### src/rtl/seg7_pkg.sv
// Shared constants for the seven-segment scan driver: a-g segment patterns
// (bit0=a .. bit6=g, active-high) and a width helper for counters.
package seg7_pkg;

   localparam logic [6:0] SEG_0     = 7'h3F;
   localparam logic [6:0] SEG_1     = 7'h06;
   localparam logic [6:0] SEG_2     = 7'h5B;
   localparam logic [6:0] SEG_3     = 7'h4F;
   localparam logic [6:0] SEG_4     = 7'h66;
   localparam logic [6:0] SEG_5     = 7'h6D;
   localparam logic [6:0] SEG_6     = 7'h7D;
   localparam logic [6:0] SEG_7     = 7'h07;
   localparam logic [6:0] SEG_8     = 7'h7F;
   localparam logic [6:0] SEG_9     = 7'h6F;
   localparam logic [6:0] SEG_A     = 7'h77;
   localparam logic [6:0] SEG_B     = 7'h7C;
   localparam logic [6:0] SEG_C     = 7'h39;
   localparam logic [6:0] SEG_D     = 7'h5E;
   localparam logic [6:0] SEG_E     = 7'h79;
   localparam logic [6:0] SEG_F     = 7'h71;
   localparam logic [6:0] SEG_BLANK = 7'h00;

   // Bits needed to count 0..value-1, never less than 1.
   function automatic int clog2(input int value);
      int r;
      r = 0;
      while ((1 << r) < value) r++;
      return (r < 1) ? 1 : r;
   endfunction

endpackage

### src/rtl/seg7_scan_driver_if.sv
// Valid/ready load channel carrying a packed digit word and decimal points
// from the counter side (master) into the scan driver (slave).
interface seg7_scan_driver_if #(
   parameter int NUM_DIGITS = 4
) ();

   logic                      load;
   logic                      load_rdy;
   logic [4*NUM_DIGITS-1:0]   digits_in;
   logic [NUM_DIGITS-1:0]     dp_in;

   modport master (output load, output digits_in, output dp_in, input load_rdy);
   modport slave  (input load, input digits_in, input dp_in, output load_rdy);

endinterface

### src/rtl/seg7_hex_decoder.sv
// Combinational nibble to seven-segment decoder, hex glyphs A,b,C,d,E,F above 9.
module seg7_hex_decoder
   import seg7_pkg::*;
(
   input  logic [3:0] nibble,
   output logic [6:0] seg
);

   always_comb begin
      seg = SEG_BLANK;
      case (nibble)
         4'h0: seg = SEG_0;
         4'h1: seg = SEG_1;
         4'h2: seg = SEG_2;
         4'h3: seg = SEG_3;
         4'h4: seg = SEG_4;
         4'h5: seg = SEG_5;
         4'h6: seg = SEG_6;
         4'h7: seg = SEG_7;
         4'h8: seg = SEG_8;
         4'h9: seg = SEG_9;
         4'hA: seg = SEG_A;
         4'hB: seg = SEG_B;
         4'hC: seg = SEG_C;
         4'hD: seg = SEG_D;
         4'hE: seg = SEG_E;
         default: seg = SEG_F;
      endcase
   end

endmodule

### src/rtl/seg7_scan_driver.sv
// Multiplexed seven-segment scan driver: double-buffered word swapped only on
// frame boundaries, leading-zero blanking and per-slot PWM brightness.
module seg7_scan_driver
   import seg7_pkg::*;
#(
   parameter int NUM_DIGITS = 4,
   parameter int SCAN_DIV   = 1024,
   parameter int BRIGHT_W   = 3
) (
   input  logic                  clk,
   input  logic                  rst_n,
   input  logic                  ena,
   seg7_scan_driver_if.slave     ld,
   input  logic                  blank_lz,
   input  logic [BRIGHT_W-1:0]   bright,
   output logic [6:0]            seg_out,
   output logic                  dp_out,
   output logic [NUM_DIGITS-1:0] dig_sel,
   output logic                  frame_start
);

   localparam int PRE_W     = clog2(SCAN_DIV);
   localparam int IDX_W     = clog2(NUM_DIGITS);
   localparam int PHASE_DIV = SCAN_DIV >> BRIGHT_W;
   localparam logic [PRE_W-1:0] PRE_LAST = PRE_W'(SCAN_DIV - 1);
   localparam logic [IDX_W-1:0] IDX_LAST = IDX_W'(NUM_DIGITS - 1);

   logic [PRE_W-1:0]        pre_q, pre_d;
   logic [IDX_W-1:0]        idx_q, idx_d;
   logic                    pend_valid_q, pend_valid_d;
   logic [4*NUM_DIGITS-1:0] pend_digits_q, pend_digits_d;
   logic [NUM_DIGITS-1:0]   pend_dp_q, pend_dp_d;
   logic [4*NUM_DIGITS-1:0] shadow_digits_q, shadow_digits_d;
   logic [NUM_DIGITS-1:0]   shadow_dp_q, shadow_dp_d;
   logic [6:0]              seg_q, seg_d;
   logic                    dp_q, dp_d;
   logic [NUM_DIGITS-1:0]   dig_sel_q, dig_sel_d;
   logic                    frame_start_q, frame_start_d;

   logic                    slot_end;
   logic                    frame_wrap;
   logic                    accept;
   logic [3:0]              cur_nib;
   logic [6:0]              dec_seg;
   logic [NUM_DIGITS-1:0]   zero_from;
   logic                    run_zero;
   logic                    lz_blank;
   logic [PRE_W-1:0]        phase;
   logic                    lit;

   assign ld.load_rdy = !pend_valid_q;
   assign accept      = ld.load && !pend_valid_q;
   assign slot_end    = ena && (pre_q == PRE_LAST);
   assign frame_wrap  = slot_end && (idx_q == IDX_LAST);
   assign cur_nib     = shadow_digits_q[4*int'(idx_q) +: 4];

   seg7_hex_decoder u_dec (
      .nibble (cur_nib),
      .seg    (dec_seg)
   );

   always_comb begin
      pre_d = pre_q;
      idx_d = idx_q;
      if (ena) begin
         if (slot_end) begin
            pre_d = '0;
            idx_d = (idx_q == IDX_LAST) ? '0 : idx_q + 1'b1;
         end else begin
            pre_d = pre_q + 1'b1;
         end
      end
   end

   // An accept can never coincide with a swap: a swap needs pending full, which holds ready low.
   always_comb begin
      pend_valid_d    = pend_valid_q;
      pend_digits_d   = pend_digits_q;
      pend_dp_d       = pend_dp_q;
      shadow_digits_d = shadow_digits_q;
      shadow_dp_d     = shadow_dp_q;
      if (frame_wrap && pend_valid_q) begin
         shadow_digits_d = pend_digits_q;
         shadow_dp_d     = pend_dp_q;
         pend_valid_d    = 1'b0;
      end
      if (accept) begin
         pend_valid_d  = 1'b1;
         pend_digits_d = ld.digits_in;
         pend_dp_d     = ld.dp_in;
      end
   end

   // zero_from[i] is set when every nibble from the top down to i is zero.
   always_comb begin
      zero_from = '0;
      run_zero  = 1'b1;
      for (int i = NUM_DIGITS - 1; i >= 0; i--) begin
         run_zero     = run_zero && (shadow_digits_q[4*i +: 4] == 4'h0);
         zero_from[i] = run_zero;
      end
   end

   assign lz_blank = blank_lz && (idx_q != '0) && zero_from[idx_q];
   assign phase    = pre_q / PRE_W'(PHASE_DIV);
   assign lit      = ena && (phase <= PRE_W'(bright));

   always_comb begin
      seg_d         = SEG_BLANK;
      dp_d          = 1'b0;
      dig_sel_d     = '0;
      frame_start_d = frame_wrap;
      if (lit) begin
         dig_sel_d = NUM_DIGITS'(1) << idx_q;
         if (!lz_blank) begin
            seg_d = dec_seg;
            dp_d  = shadow_dp_q[idx_q];
         end
      end
   end

   always_ff @(posedge clk or negedge rst_n) begin
      if (!rst_n) begin
         pre_q           <= '0;
         idx_q           <= '0;
         pend_valid_q    <= 1'b0;
         pend_digits_q   <= '0;
         pend_dp_q       <= '0;
         shadow_digits_q <= '0;
         shadow_dp_q     <= '0;
         seg_q           <= SEG_BLANK;
         dp_q            <= 1'b0;
         dig_sel_q       <= '0;
         frame_start_q   <= 1'b0;
      end else begin
         pre_q           <= pre_d;
         idx_q           <= idx_d;
         pend_valid_q    <= pend_valid_d;
         pend_digits_q   <= pend_digits_d;
         pend_dp_q       <= pend_dp_d;
         shadow_digits_q <= shadow_digits_d;
         shadow_dp_q     <= shadow_dp_d;
         seg_q           <= seg_d;
         dp_q            <= dp_d;
         dig_sel_q       <= dig_sel_d;
         frame_start_q   <= frame_start_d;
      end
   end

   assign seg_out     = seg_q;
   assign dp_out      = dp_q;
   assign dig_sel     = dig_sel_q;
   assign frame_start = frame_start_q;

endmodule
### src/flat_wrapper.sv
// flat-port wrapper written by rule: the top's interface ports become plain ports
module seg7_scan_driver_flat import seg7_pkg::*;
#(
   parameter int NUM_DIGITS = 4,
   parameter int SCAN_DIV   = 1024,
   parameter int BRIGHT_W   = 3
)
  (clk, rst_n, ena, blank_lz, bright, seg_out, dp_out, dig_sel, frame_start, ld_load, ld_digits_in, ld_dp_in, ld_load_rdy);
  seg7_scan_driver_if #(.NUM_DIGITS(NUM_DIGITS)) ld_i ();
  input  logic clk;
  input  logic rst_n;
  input  logic ena;
  input  logic blank_lz;
  input  logic [BRIGHT_W-1:0] bright;
  output logic [6:0] seg_out;
  output logic dp_out;
  output logic [NUM_DIGITS-1:0] dig_sel;
  output logic frame_start;
  input wire logic [$bits(ld_i.load)-1:0] ld_load;
  input wire logic [$bits(ld_i.digits_in)-1:0] ld_digits_in;
  input wire logic [$bits(ld_i.dp_in)-1:0] ld_dp_in;
  output wire logic [$bits(ld_i.load_rdy)-1:0] ld_load_rdy;
  assign ld_i.load = ld_load;
  assign ld_i.digits_in = ld_digits_in;
  assign ld_i.dp_in = ld_dp_in;
  assign ld_load_rdy = ld_i.load_rdy;
  seg7_scan_driver #(.NUM_DIGITS(NUM_DIGITS), .SCAN_DIV(SCAN_DIV), .BRIGHT_W(BRIGHT_W)) u_core (.clk(clk), .rst_n(rst_n), .ena(ena), .ld(ld_i), .blank_lz(blank_lz), .bright(bright), .seg_out(seg_out), .dp_out(dp_out), .dig_sel(dig_sel), .frame_start(frame_start));
endmodule
### config.mk
export PLATFORM = sky130hd
export DESIGN_NAME = seg7_scan_driver_flat
export DESIGN_NICKNAME = d
export VERILOG_FILES = /design/src/rtl/seg7_pkg.sv /design/src/rtl/seg7_scan_driver_if.sv /design/src/rtl/seg7_hex_decoder.sv /design/src/rtl/seg7_scan_driver.sv /design/src/flat_wrapper.sv
export SDC_FILE = /design/constraint.sdc
export NUM_CORES = 1
export LEC_CHECK = 0
export CAP_MARGIN = 15
export CELL_PAD_IN_SITES_DETAIL_PLACEMENT = 1
export CELL_PAD_IN_SITES_GLOBAL_PLACEMENT = 1
export CORE_UTILIZATION = 40
export CTS_CLUSTER_SIZE = 24
export DETAILED_ROUTE_END_ITERATION = 8
export HOLD_SLACK_MARGIN = 0.08
export MAX_ROUTING_LAYER = met4
export PLACE_DENSITY = 0.83
export SLEW_MARGIN = 0
export SYNTH_ARGS = -nofsm -noshare
export SYNTH_HDL_FRONTEND = slang
export SYNTH_HIERARCHICAL = 1
export SYNTH_SLANG_ARGS = --single-unit
### constraint.sdc
create_clock -name clk -period 2 [get_ports clk]
set_input_delay 0.2 -clock clk [delete_from_list [all_inputs] [get_ports clk]]
set_output_delay 0.2 -clock clk [all_outputs]
set_load 0.01 [all_outputs]
==> results of run 1 <==
==> power breakdown <==
part / internal, mW / switching, mW
registers: 1.45 / 0.105
logic: 0.178 / 0.129
clock network: 0.698 / 0.547
total: 2.33 / 0.781
==> Yosys cell counts, types with 5 or more instances <==
library cell,instances
sky130_fd_sc_hd__nor2_1,5
sky130_fd_sc_hd__mux4_2,5
sky130_fd_sc_hd__dfrtp_1,66
sky130_fd_sc_hd__o21ai_0,6
sky130_fd_sc_hd__a21oi_1,6
sky130_fd_sc_hd__nor3b_1,8
sky130_fd_sc_hd__nand2_1,9
sky130_fd_sc_hd__and3_1,5
sky130_fd_sc_hd__mux2_1,19
sky130_fd_sc_hd__mux2_2,24
sky130_fd_sc_hd__inv_1,12
sky130_fd_sc_hd__ha_1,15
==> cell type report <==
class | count | area, um2
Clock buffer | 9 | 123.9
Multi-Input combinational cell | 147 | 1408
Tap cell | 99 | 123.9
Clock inverter | 7 | 93.84
Timing Repair Buffer | 67 | 628.1
Sequential cell | 66 | 1653
Fill cell | 756 | 3289
Inverter | 12 | 50.05
==> registers in the layout, indices dropped and copies added (netlist names) <==
signal                  flops
u_core/pre_q               10
u_core/shadow_digits_q     16
u_core/shadow_dp_q          4
u_core/pend_valid_q         1
u_core/idx_q                2
u_core/seg_out              7
u_core/frame_start          1
u_core/pend_digits_q       16
u_core/dig_sel              4
u_core/pend_dp_q            4
u_core/dp_out               1
==> stage by stage <==
stage	total power, mW	util, %	setup slack, ps	std cells	cell area (um2)
floorplan	1.722	-	-120.6	234	3128
global placement	1.861	51.24	4.579	386	3776
detailed placement	1.892	51.24	-86.80	386	3776
CTS	3.142	54.55	-64.58	405	4020
global route	3.259	55.36	-107.0	407	4080
finish	3.110	55.36	-62.90	407	4080
==> worst paths after layout <==
check                                                        from  cells after the start                                   end  slack (ps)
min in group clk                                          ld_load                      3       u_core/pend_valid_q$_DFFE_PN0P_         440
worst max register to register        u_core/idx_q[0]$_DFFE_PN0P_                      5           u_core/seg_out[3]$_DFF_PN0_         -60
worst min-delay path                                        rst_n                      2  u_core/pend_digits_q[15]$_DFFE_PN0P_         270
max in group asynchronous                                   rst_n                      3           u_core/idx_q[0]$_DFFE_PN0P_        1150
worst max-delay path                  u_core/idx_q[0]$_DFFE_PN0P_                      5           u_core/seg_out[3]$_DFF_PN0_         -60
worst min register to register  u_core/shadow_dp_q[3]$_DFFE_PN0P_                      1     u_core/shadow_dp_q[3]$_DFFE_PN0P_         490
==> kinds of logic (layout without fill, tap and decap cells) <==
group	count (synthesis)	after routing
multiplexers	52	53
buffers and inverters	22	95
adder cells (fa/ha/maj)	15	15
AND/OR/NAND/NOR	54	54
AO/OA/AOI/OAI	20	20
flip-flops	66	66
XOR/XNOR	5	5
==> worst max-delay path: cells and delay by family (launching register included) <==
family / cells / cell delay (ps)
flip-flops: 1 / 420
adder cells (fa/ha/maj): 1 / 200
buffers and inverters: 1 / 120
AND/OR/NAND/NOR: 1 / 170
multiplexers: 2 / 1050
==> timing repair <==
action                     in CTS  in global routing
pin swaps                       0                  0
setup endpoints to repair       4                  5
hold buffers                    1                  0
gates cloned                    0                  1
gates resized for setup         1                  7
hold endpoints to repair       14                  0
setup buffers                   2                  1
==> metal layers <==
metal	up-vias	GRT usage [%]	wire, um
met5	-	-	0
met4	0	9.409	220
met3	18	5.415	381
met2	66	31.28	3467
met1	1074	22.22	2922
li1	975	-	-
==> summary.md, run 1 <==
For this run, the number of Yosys warnings is 6. In this run the mean area of a mapped cell was 13.22 um2. The final reports fail on setup timing. The detail route stage leaves a number of antenna-violating nets equal to 0.

The post-synthesis async set-or-reset flop share came out at 100.0%. After routing, the total negative slack on setup checks comes to -62.90 ps. Among all flip-flop cells after synthesis, the most frequent one is sky130_fd_sc_hd__dfrtp_1. At the end of routability-driven placement, the weighted congestion stood at 0.8159.

The path class of the tightest hold or removal check is in2async. The largest fanout of any net on the critical path came out at 4. For this run, the register share of the synthesized area comes to 53.40%. Dividing the detail-routed via count by the number of cells gives 5.241.

The run gives 0 as the number of antenna violations at the first check in global routing. The library cell used most frequently in the layout, excluding fill and tap cells, is sky130_fd_sc_hd__dfrtp_1. CTS placed an instance of sky130_fd_sc_hd__clkbuf_8 at the clock tree root.

The tools report the half-perimeter wire length of the detailed placement result as 4772 um. Once the floorplan was initialized, standard cells occupied 41.97% of the core. The tools report the wire length of the first global-routing pass as 11470 um. Fraction of final layout cells with drive strength greater than 1: 28.25%. The clock net sink count was 66; the iteration count of the initial detailed-routing pass was 4. The run gives 277 as the net count after synthesis.

Setup repair after global routing could not meet its margin everywhere. The clock-pin slew on the worst setup and hold paths is 80 ps. Counting flops with a built-in enable in the synthesized netlist gives 0.

The library cells used most frequently in the layout, excluding fill and tap cells, are 65 x sky130_fd_sc_hd__dfrtp_1, 40 x sky130_fd_sc_hd__clkdlybuf4s50_1, 24 x sky130_fd_sc_hd__mux2_2. The total DRC errors in the routed layout is 0, and the leakage power is 1.850 nW. In this run, distinct cell masters in the synthesized netlist total 42.

The max-slew violation count is 0, and the biggest cell delay along the critical path is 590 ps. The synthesized netlist devotes 1.416% of its cell area to XOR and XNOR gates. The post-synthesis instance area was 3093 um2.

The top achievable clock speed was 484.8 MHz. The critical path data arrival time is 2310 ps. The most area-hungry cell type in the Yosys netlist is sky130_fd_sc_hd__dfrtp_1.

The tools report the critical path launch point type as a register. The minimum clock period was 2063 ps. The area added between synthesis and finish is 31.92%, and the aggregate global routing overflow is 0. In this run, synthesis produced a sequential element count of 66. The peak supply drop was 0.4097 mV; the portion of the clock cycle consumed by the worst path in the final layout was 103.1%. Via count of the first global-routing pass: 2255. In the synthesized netlist, the number of instances is 234. I/O pin count: 42. Clock latency on the worst-skew pair, taken at its later pin, is 360 ps.

The horizontal die dimension was 89.94 um. The routed length per placed instance is 17.18 um. The longest clock path from root to sink contains 2 buffers. The number of failing hold endpoints at the final stage was 0; the total of buffers placed on input and output ports was 41. Ranked by total cell area, the synthesized netlist is headed by sky130_fd_sc_hd__dfrtp_1 53%, sky130_fd_sc_hd__mux2_2 8.7%, sky130_fd_sc_hd__mux2_1 6.9%. The final layout contains 346 nets.

The pin count of the biggest net entering global routing is 53, and the max-slew headroom at the worst pin is 72.89%. The y dimension of the die was 89.94 um; the cell row count was 31. The repair_antennas step left the layout with diodes totalling 0. The wire length after detailed routing came out at 6991 um. The compound-gate portion of the synthesized area is 4.167%, and the final worst hold slack is 272.6 ps.

Critical-path cell with the highest stage delay: sky130_fd_sc_hd__mux4_2. The cell repeated most along the worst path was sky130_fd_sc_hd__mux4_2. The fraction of synthesized area in multiplexers works out to 21.28%.

The floorplan step defined a die boundary enclosing 8088 um2. The detailed router placed 2133 vias in this run. The all-layer global routing usage is 19.33%. The area share of the largest cell type after synthesis came out at 53.40%. The worst setup path is captured at a register.

The power density over the cells came out at 762.2 nW/um2. By startpoint and endpoint, the worst setup path is classified as reg2reg. The run finished, with violations left. For the total clock buffers created by CTS, the log shows 9.

After Yosys synthesis, and, or, nand and nor cells account for 10.11% of the synthesized area. At the pin with the least slew margin, the transition time is 402.9 ps. Combinational family with the most area after synthesis: multiplexers. The tools report the final number of setup-violating endpoints as 1. The H-tree was split into 3 levels.

The clock skew after layout is 8.641 ps. TritonCTS built the clock tree. The run gives 2250 ps as the required arrival time at the worst endpoint. After floorplanning, the core was sized to cover 7370 um2. The run gives 0 as the number of max-cap violations. The post-route worst setup slack is -62.90 ps.

The synthesized-area fraction occupied by adder cells was 6.068%; the number of design-rule violations left by the first detailed-router iteration was 80. Walking the worst path, the cells encountered are mux4_2 -> inv_4 -> ha_4 -> mux4_2 -> nor3b_2.
(Power assumes the default switching activity.)
==> inputs of run 2 (changes only) <==
--- a/config.mk
+++ b/config.mk
@@ -8,12 +8,12 @@
 export CAP_MARGIN = 15
 export CELL_PAD_IN_SITES_DETAIL_PLACEMENT = 1
 export CELL_PAD_IN_SITES_GLOBAL_PLACEMENT = 1
-export CORE_UTILIZATION = 40
+export CORE_UTILIZATION = 30
 export CTS_CLUSTER_SIZE = 24
 export DETAILED_ROUTE_END_ITERATION = 8
 export HOLD_SLACK_MARGIN = 0.08
 export MAX_ROUTING_LAYER = met4
-export PLACE_DENSITY = 0.83
+export PLACE_DENSITY = 0.67
 export SLEW_MARGIN = 0
 export SYNTH_ARGS = -nofsm -noshare
 export SYNTH_HDL_FRONTEND = slang
==> summary.md, run 2 (synthesis results as in run 1) <==
The via-per-instance ratio is 4.632 (-12%), and the diode insertion count for antenna repair is 0 (unchanged). Tracing the worst setup path back leads to its startpoint at u_core/idx_q[0]$_DFFE_PN0P_. The transition at the pin with the smallest max-transition slack was 365.6 ps (-37.33 ps); the critical path data arrival time was 2260 ps (-50 ps). STA classifies the critical path startpoint as a register. The largest fanout of any net on the critical path works out to 4 (unchanged). The horizontal die dimension is 103.5 um (+15%), and the all-layer global routing usage is 13.70% (-5.6 points).

The aggregate global routing overflow was 0 (unchanged). The biggest cell delay along the critical path is 590 ps (about the same), and the post-route worst setup slack is -35.88 ps (+27.02 ps). The H-tree depth reported by CTS was 3 (unchanged). The run gives -103.3 ps (-16.54 ps) as the worst-case setup slack after placement. The library cell used most frequently in the layout, excluding fill and tap cells, is sky130_fd_sc_hd__dfrtp_1. The peak supply drop is 0.3246 mV (-21%), and the I/O pin count is 42 (unchanged). On the critical path, the stage with the largest delay is an instance of sky130_fd_sc_hd__mux4_2. The final cell count without fillers was 438 (+7.6%); the setup TNS after final layout was -35.88 ps (+27.02 ps).

Walking the worst path, the cells encountered are mux4_2 -> inv_4 -> ha_1 -> inv_1 -> mux4_2 -> nor3b_2. For the number of max-cap violations, the log shows 0 (unchanged). Among the stages of the critical path, the cell type that occurs most often is sky130_fd_sc_hd__mux4_2. The largest registers in the layout are u_core/pend_digits_q (16), u_core/shadow_digits_q (16), u_core/pre_q (10).

Area enclosed by the die boundary: 10720 um2 (+33%). In this run the worst setup path terminates at u_core/seg_out[3]$_DFF_PN0_. For the cell row count, the log shows 36 (+16%). For the starting density of the core, the log shows 31.35% (-11 points). The number of failing hold endpoints at the final stage came out at 0 (unchanged).

The wire length after detailed routing is 6430 um (-8.0%). The top achievable clock speed was 491.2 MHz (+1.3%). The critical path is of the reg2reg type. Power density over the cells: 761.3 nW/um2 (-0.11%). The via count was 2029 (-4.9%); the final RePlAce weighted congestion was 0.7814 (-4.2%). The path class of the tightest hold or removal check is in2async. The pin count of the biggest net entering global routing is 67 (+26%), and the via count of the first global-routing pass is 2200 (-2.4%). The minimum clock period was 2036 ps (-27.02 ps); the y dimension of the die was 103.5 um (+15%).

The run gives 41.34% (-14 points) as the end-of-flow core utilization. The area added between synthesis and finish is 31.84% (about the same), and the number of design-rule violations left by the first detailed-router iteration is 73 (-8.8%). The leakage power came out at 1.833 nW (-0.95%). The clock net sink count was 66 (unchanged). The core box area is 9864 um2 (+34%).

The logs give 11120 um (-3.1%) for the wire length of the first global-routing pass and 9 (unchanged) for the total clock buffers created by CTS. Portion of the clock cycle consumed by the worst path in the final layout: 101.8% (-1.4 points). In the layout the commonest cells are 65 x sky130_fd_sc_hd__dfrtp_1, 40 x sky130_fd_sc_hd__clkdlybuf4s50_1, 24 x sky130_fd_sc_hd__mux2_2. The run finished, with violations left.

The max-slew violation count is 0 (unchanged). The post-placement cell count was 420 (+8.8%). The tools report the cell at the root of the clock tree as sky130_fd_sc_hd__clkbuf_8. The tools report the remaining number of nets flagged by the antenna check after routing as 0 (unchanged). The tools report the final number of setup-violating endpoints as 1 (unchanged). The path depth of the worst reg2reg path was 6 (+1); the reg2reg setup slack was -40 ps (+30 ps). TritonCTS built the clock tree.

The source of the worst register-to-register timing path is u_core/idx_q[0]$_DFFE_PN0P_. The worst setup path is captured at a register. The clock-pin slew on the worst setup and hold paths works out to 80 ps (about the same).

The number of fill cells in the layout was 1025 (+36%); the total DRC errors in the routed layout was 0 (unchanged). The required arrival time at the worst endpoint is 2230 ps (-20 ps), and the max-slew headroom at the worst pin is 75.63% (+2.7 points). In this run the critical register-to-register path is captured at u_core/seg_out[3]$_DFF_PN0_. The tools report the maximum number of buffers from clock root to sink as 2 (unchanged).

For the worst-skew pair later-pin latency, the log shows 350 ps (about the same). The fraction of final layout cells with drive strength greater than 1 is 26.23% (-2.0 points), and the iteration count of the initial detailed-routing pass is 4 (unchanged). The number of nets in the final layout was 343 (-0.87%); the half-perimeter wire length of the detailed placement result was 4607 um (-3.4%). The number of antenna violations at the first check in global routing was 0 (unchanged); the final worst hold slack was 389.0 ps (+116.4 ps).

The total of buffers placed on input and output ports is 41 (unchanged). The final reports fail on setup timing. The clock skew after layout came out at 11.53 ps (+2.887 ps). Setup repair after global routing could not meet its margin everywhere. The routed length per placed instance came out at 14.68 um (-15%).
-- run 2: final cells by class --
class / count / area [um2] / share of cell area, %
timing repair buffer: 65 / 625.6 / 15.34
multi-input combinational: 146 / 1364 / 33.45
inverter: 12 / 50.05 / 1.227
sequential: 66 / 1653 / 40.53
clock buffer: 11 / 141.4 / 3.467
clock inverter: 5 / 77.57 / 1.902
tap: 133 / 166.4 / 4.081
-- run 2: what timing repair did --
action / CTS / global route
hold endpoints to repair: 66 / 0
gates resized for setup: 0 / 3
endpoints found under the setup margin: 5 / 8
hold buffers: 1 / 0
pin swaps: 0 / 1
buffers inserted: 1 / 0
-- run 2: how the worst min path moves through the flow --
stage | start | slack (ps) | end
finish | rst_n | 390 | u_core/pend_dp_q[0]$_DFFE_PN0P_
floorplan | rst_n | -100 | u_core/dig_sel[0]$_DFF_PN0_
detailed placement | rst_n | 250 | u_core/seg_out[2]$_DFF_PN0_
global route | rst_n | 440 | u_core/seg_out[6]$_DFF_PN0_
global placement | rst_n | 250 | u_core/seg_out[2]$_DFF_PN0_
CTS | rst_n | 400 | u_core/seg_out[2]$_DFF_PN0_
-- run 2: layer usage --
layer	vias up	GRT usage, %	share of wire, %	routed length (um)
met5	-	-	0	0
met4	0	6.211	2.0	131
met3	11	3.210	3.2	207
met2	34	21.05	47	3034
met1	1020	17.17	48	3056
li1	964	-	-	-
-- run 2: through the flow --
step                total power [mW]  cell area [um2]
finish                         3.104             4078
global placement               1.869             3831
detailed placement             1.890             3831
global route                   3.259             4078
CTS                            3.164             4068
floorplan                      1.722             3128
-- run 2: report_power, final --
| part | internal (mW) | switching, mW |
|---|---|---|
| logic | 0.176 | 0.128 |
| clock network | 0.732 | 0.513 |
| registers | 1.45 | 0.103 |
| total | 2.36 | 0.744 |
-- run 2: worst max-delay path, delay by kind of cell (launching register included) --
family        cells  cell delay, ps
mux               2            1020
flops             1             410
buf+inv           2             170
simple gates      1             160
fa+ha+maj         1             150
==> inputs of run 3 (changes only) <==
--- a/config.mk
+++ b/config.mk
@@ -9,6 +9,7 @@
 export CELL_PAD_IN_SITES_DETAIL_PLACEMENT = 1
 export CELL_PAD_IN_SITES_GLOBAL_PLACEMENT = 1
 export CORE_UTILIZATION = 30
+export CTS_BUF_LIST = sky130_fd_sc_hd__clkbuf_8
 export CTS_CLUSTER_SIZE = 24
 export DETAILED_ROUTE_END_ITERATION = 8
 export HOLD_SLACK_MARGIN = 0.08
==> summary.md, run 3 (synthesis results as in run 1) <==
In the layout the commonest cells are 65 x sky130_fd_sc_hd__dfrtp_1, 40 x sky130_fd_sc_hd__clkdlybuf4s50_1, 24 x sky130_fd_sc_hd__mux2_2. The clock share of power came out at 40.0% (about the same). The via-per-instance ratio is 4.637 (about the same), and the all-layer global routing usage is 13.70% (unchanged). The switching power as a share of total power was 24.04% (+0.080 points).

The clock-pin slew on the worst setup and hold paths came out at 80 ps (about the same). In this run the worst setup path begins at u_core/idx_q[0]$_DFFE_PN0P_. The run finished, with violations left. The run gives 2 (unchanged) as the maximum number of buffers from clock root to sink.

The via count was 2031 (+0.099%); the total of buffers placed on input and output ports was 41 (unchanged). The fraction of final layout cells with drive strength greater than 1 was 26.23% (unchanged). The internal power was 2.356 mW (-0.22%). The tools report the number of nets in the final layout as 343 (unchanged). For the leakage power, the log shows 1.837 nW (+0.23%). The area enclosed by the die boundary is 10720 um2 (unchanged). Number of max-cap violations: 0 (unchanged). The max-slew headroom at the worst pin was 75.52% (-0.11 points); the reg2reg setup slack was -40 ps (about the same).

The checks that failed: setup timing. The tools report the source of the worst register-to-register timing path as u_core/idx_q[0]$_DFFE_PN0P_. The top achievable clock speed was 491.2 MHz (unchanged). The I/O pin count came out at 42 (unchanged). For the setup TNS after final layout, the log shows -35.89 ps (-0.002500 ps). Setup repair after global routing could not meet its margin everywhere.

The critical path launch point type is a register. The clock net sink count came out at 66 (unchanged). TritonCTS built the clock tree.

The cell row count was 36 (unchanged). The number of antenna violations at the first check in global routing was 0 (unchanged). The cell repeated most along the worst path was sky130_fd_sc_hd__mux4_2. The largest fanout of any net on the critical path is 4 (unchanged), and the routed length per placed instance is 14.69 um (about the same). The tools report the part of the total power dissipated in combinational logic as 9.8% (about the same). Aggregate global routing overflow: 0 (unchanged).

The run gives 4078 um2 (unchanged) as the total non-filler cell area in the finished layout. The area added between synthesis and finish came out at 31.84% (unchanged). The remaining number of nets flagged by the antenna check after routing is 0 (unchanged), and the critical path data arrival time is 2260 ps (about the same).

In this run the critical register-to-register path is captured at u_core/seg_out[3]$_DFF_PN0_. Required arrival time at the worst endpoint: 2230 ps (about the same). The minimum clock period is 2036 ps (+0.002500 ps), and the number of fill cells in the layout is 1025 (unchanged). Capturing element of the worst setup path: u_core/seg_out[3]$_DFF_PN0_.

The worst setup path is captured at a register. The y dimension of the die is 103.5 um (unchanged), and the power density over the cells is 760.5 nW/um2 (-0.11%). The largest registers in the layout are u_core/pend_digits_q (16), u_core/shadow_digits_q (16), u_core/pre_q (10). The diode insertion count for antenna repair was 0 (unchanged). The tree is rooted in a sky130_fd_sc_hd__clkbuf_8.

The post-placement cell area is 3831 um2 (unchanged). For the H-tree depth reported by CTS, the log shows 3 (unchanged). The min-delay analysis places its worst path in the category in2async. The biggest cell delay along the critical path was 590 ps (about the same).

The tools report the number of design-rule violations left by the first detailed-router iteration as 72 (-1.4%). The horizontal die dimension was 103.5 um (unchanged). The via count of the first global-routing pass is 2200 (unchanged). The run gives 0 (unchanged) as the total DRC errors in the routed layout. The transition at the pin with the smallest max-transition slack is 367.2 ps (+1.592 ps).

The starting density of the core came out at 31.35% (unchanged). The path depth of the worst reg2reg path is 6 (unchanged). The worst-skew pair later-pin latency was 350 ps (about the same). The switching component of the power came out at 0.7453 mW (+0.22%). The critical path in this run is classified as reg2reg.

The logs give 4607 um (unchanged) for the half-perimeter wire length of the detailed placement result and 0.7814 (unchanged) for the final RePlAce weighted congestion. The run gives 3.101 mW (-0.11%) as the total design power. The logs give 11.60 ps (+0.07660 ps) for the clock skew after layout and 0.3252 mV (+0.17%) for the peak supply drop. The signal on the critical path passes through mux4_2 -> inv_4 -> ha_1 -> inv_1 -> mux4_2 -> nor3b_2. The total clock buffers created by CTS came out at 9 (unchanged).

Wire length after detailed routing: 6434 um (about the same). The final number of setup-violating endpoints was 1 (unchanged); the portion of the clock cycle consumed by the worst path in the final layout was 101.8% (about the same). Leaving out fill and tap cells, the most frequent cell in the layout is sky130_fd_sc_hd__dfrtp_1. The iteration count of the initial detailed-routing pass is 4 (unchanged), and the core box area is 9864 um2 (unchanged). The sequential group share of total power is 50.2% (about the same), and the end-of-flow core utilization is 41.34% (unchanged). Critical-path cell with the highest stage delay: sky130_fd_sc_hd__mux4_2. Post-route worst setup slack: -35.89 ps (-0.002500 ps). Wire length of the first global-routing pass: 11120 um (unchanged). The logs give 67 (unchanged) for the pin count of the biggest net entering global routing and 0 (unchanged) for the number of failing hold endpoints at the final stage.

The max-slew violation count is 0 (unchanged).
## run 3: layout make-up
type / count / area, um2 / area share, %
sequential: 66 / 1653 / 40.53
multi-input combinational: 146 / 1364 / 33.45
timing repair buffer: 65 / 625.6 / 15.34
tap: 133 / 166.4 / 4.081
clock buffer: 10 / 137.6 / 3.375
clock inverter: 6 / 81.33 / 1.994
inverter: 12 / 50.05 / 1.227
## run 3: through the flow
stage | setup slack, ps | instances | hold WS [ps]
after floorplan | -120.6 | 234 | -95.59
after global placement | -32.65 | 420 | 247.0
after detailed placement | -103.3 | 420 | 248.4
after CTS | -89.34 | 438 | 399.2
after global routing | -97.09 | 438 | 440.4
final | -35.89 | 438 | 387.7
## run 3: critical path: cells and delay by family (launching register included)
family / cells / cell delay [ps]
multiplexers: 2 / 1020
flip-flops: 1 / 410
buffers and inverters: 2 / 170
AND/OR/NAND/NOR: 1 / 160
adder cells (fa/ha/maj): 1 / 150
## run 3: worst min path at each step
| stage | from | end | slack (ps) | cells past startpoint |
|---|---|---|---|---|
| global placement | rst_n | u_core/seg_out[2]$_DFF_PN0_ | 250 | 2 |
| finish | rst_n | u_core/pend_dp_q[0]$_DFFE_PN0P_ | 390 | 3 |
| floorplan | rst_n | u_core/dig_sel[0]$_DFF_PN0_ | -100 | 0 |
| global route | rst_n | u_core/seg_out[6]$_DFF_PN0_ | 440 | 3 |
| CTS | rst_n | u_core/seg_out[2]$_DFF_PN0_ | 400 | 3 |
| detailed placement | rst_n | u_core/seg_out[2]$_DFF_PN0_ | 250 | 2 |
## run 3: power groups by stage
stage	Sequential [mW]	Clock [mW]	Combinational, mW
floorplan	1.55	0	0.168
global placement	1.57	0	0.294
detailed placement	1.58	0	0.310
CTS	1.55	1.29	0.312
global route	1.57	1.33	0.346
finish	1.56	1.24	0.304
## run 3: repair_timing
item	CTS	global route
setup buffers	1	0
cloned	0	0
hold buffers	1	0
hold endpoints to repair	66	0
endpoints found under the setup margin	5	8
resized for setup	0	3
pin swaps	0	1
## run 3: per-layer routing
| metal | GRT usage, % | vias to the layer above | part of all wire [%] |
|---|---|---|---|
| met1 | 17.17 | 1021 | 48 |
| met4 | 6.211 | 0 | 2.1 |
| met3 | 3.210 | 11 | 3.2 |
| met5 | - | - | 0 |
| li1 | - | 965 | - |
| met2 | 21.05 | 34 | 47 |
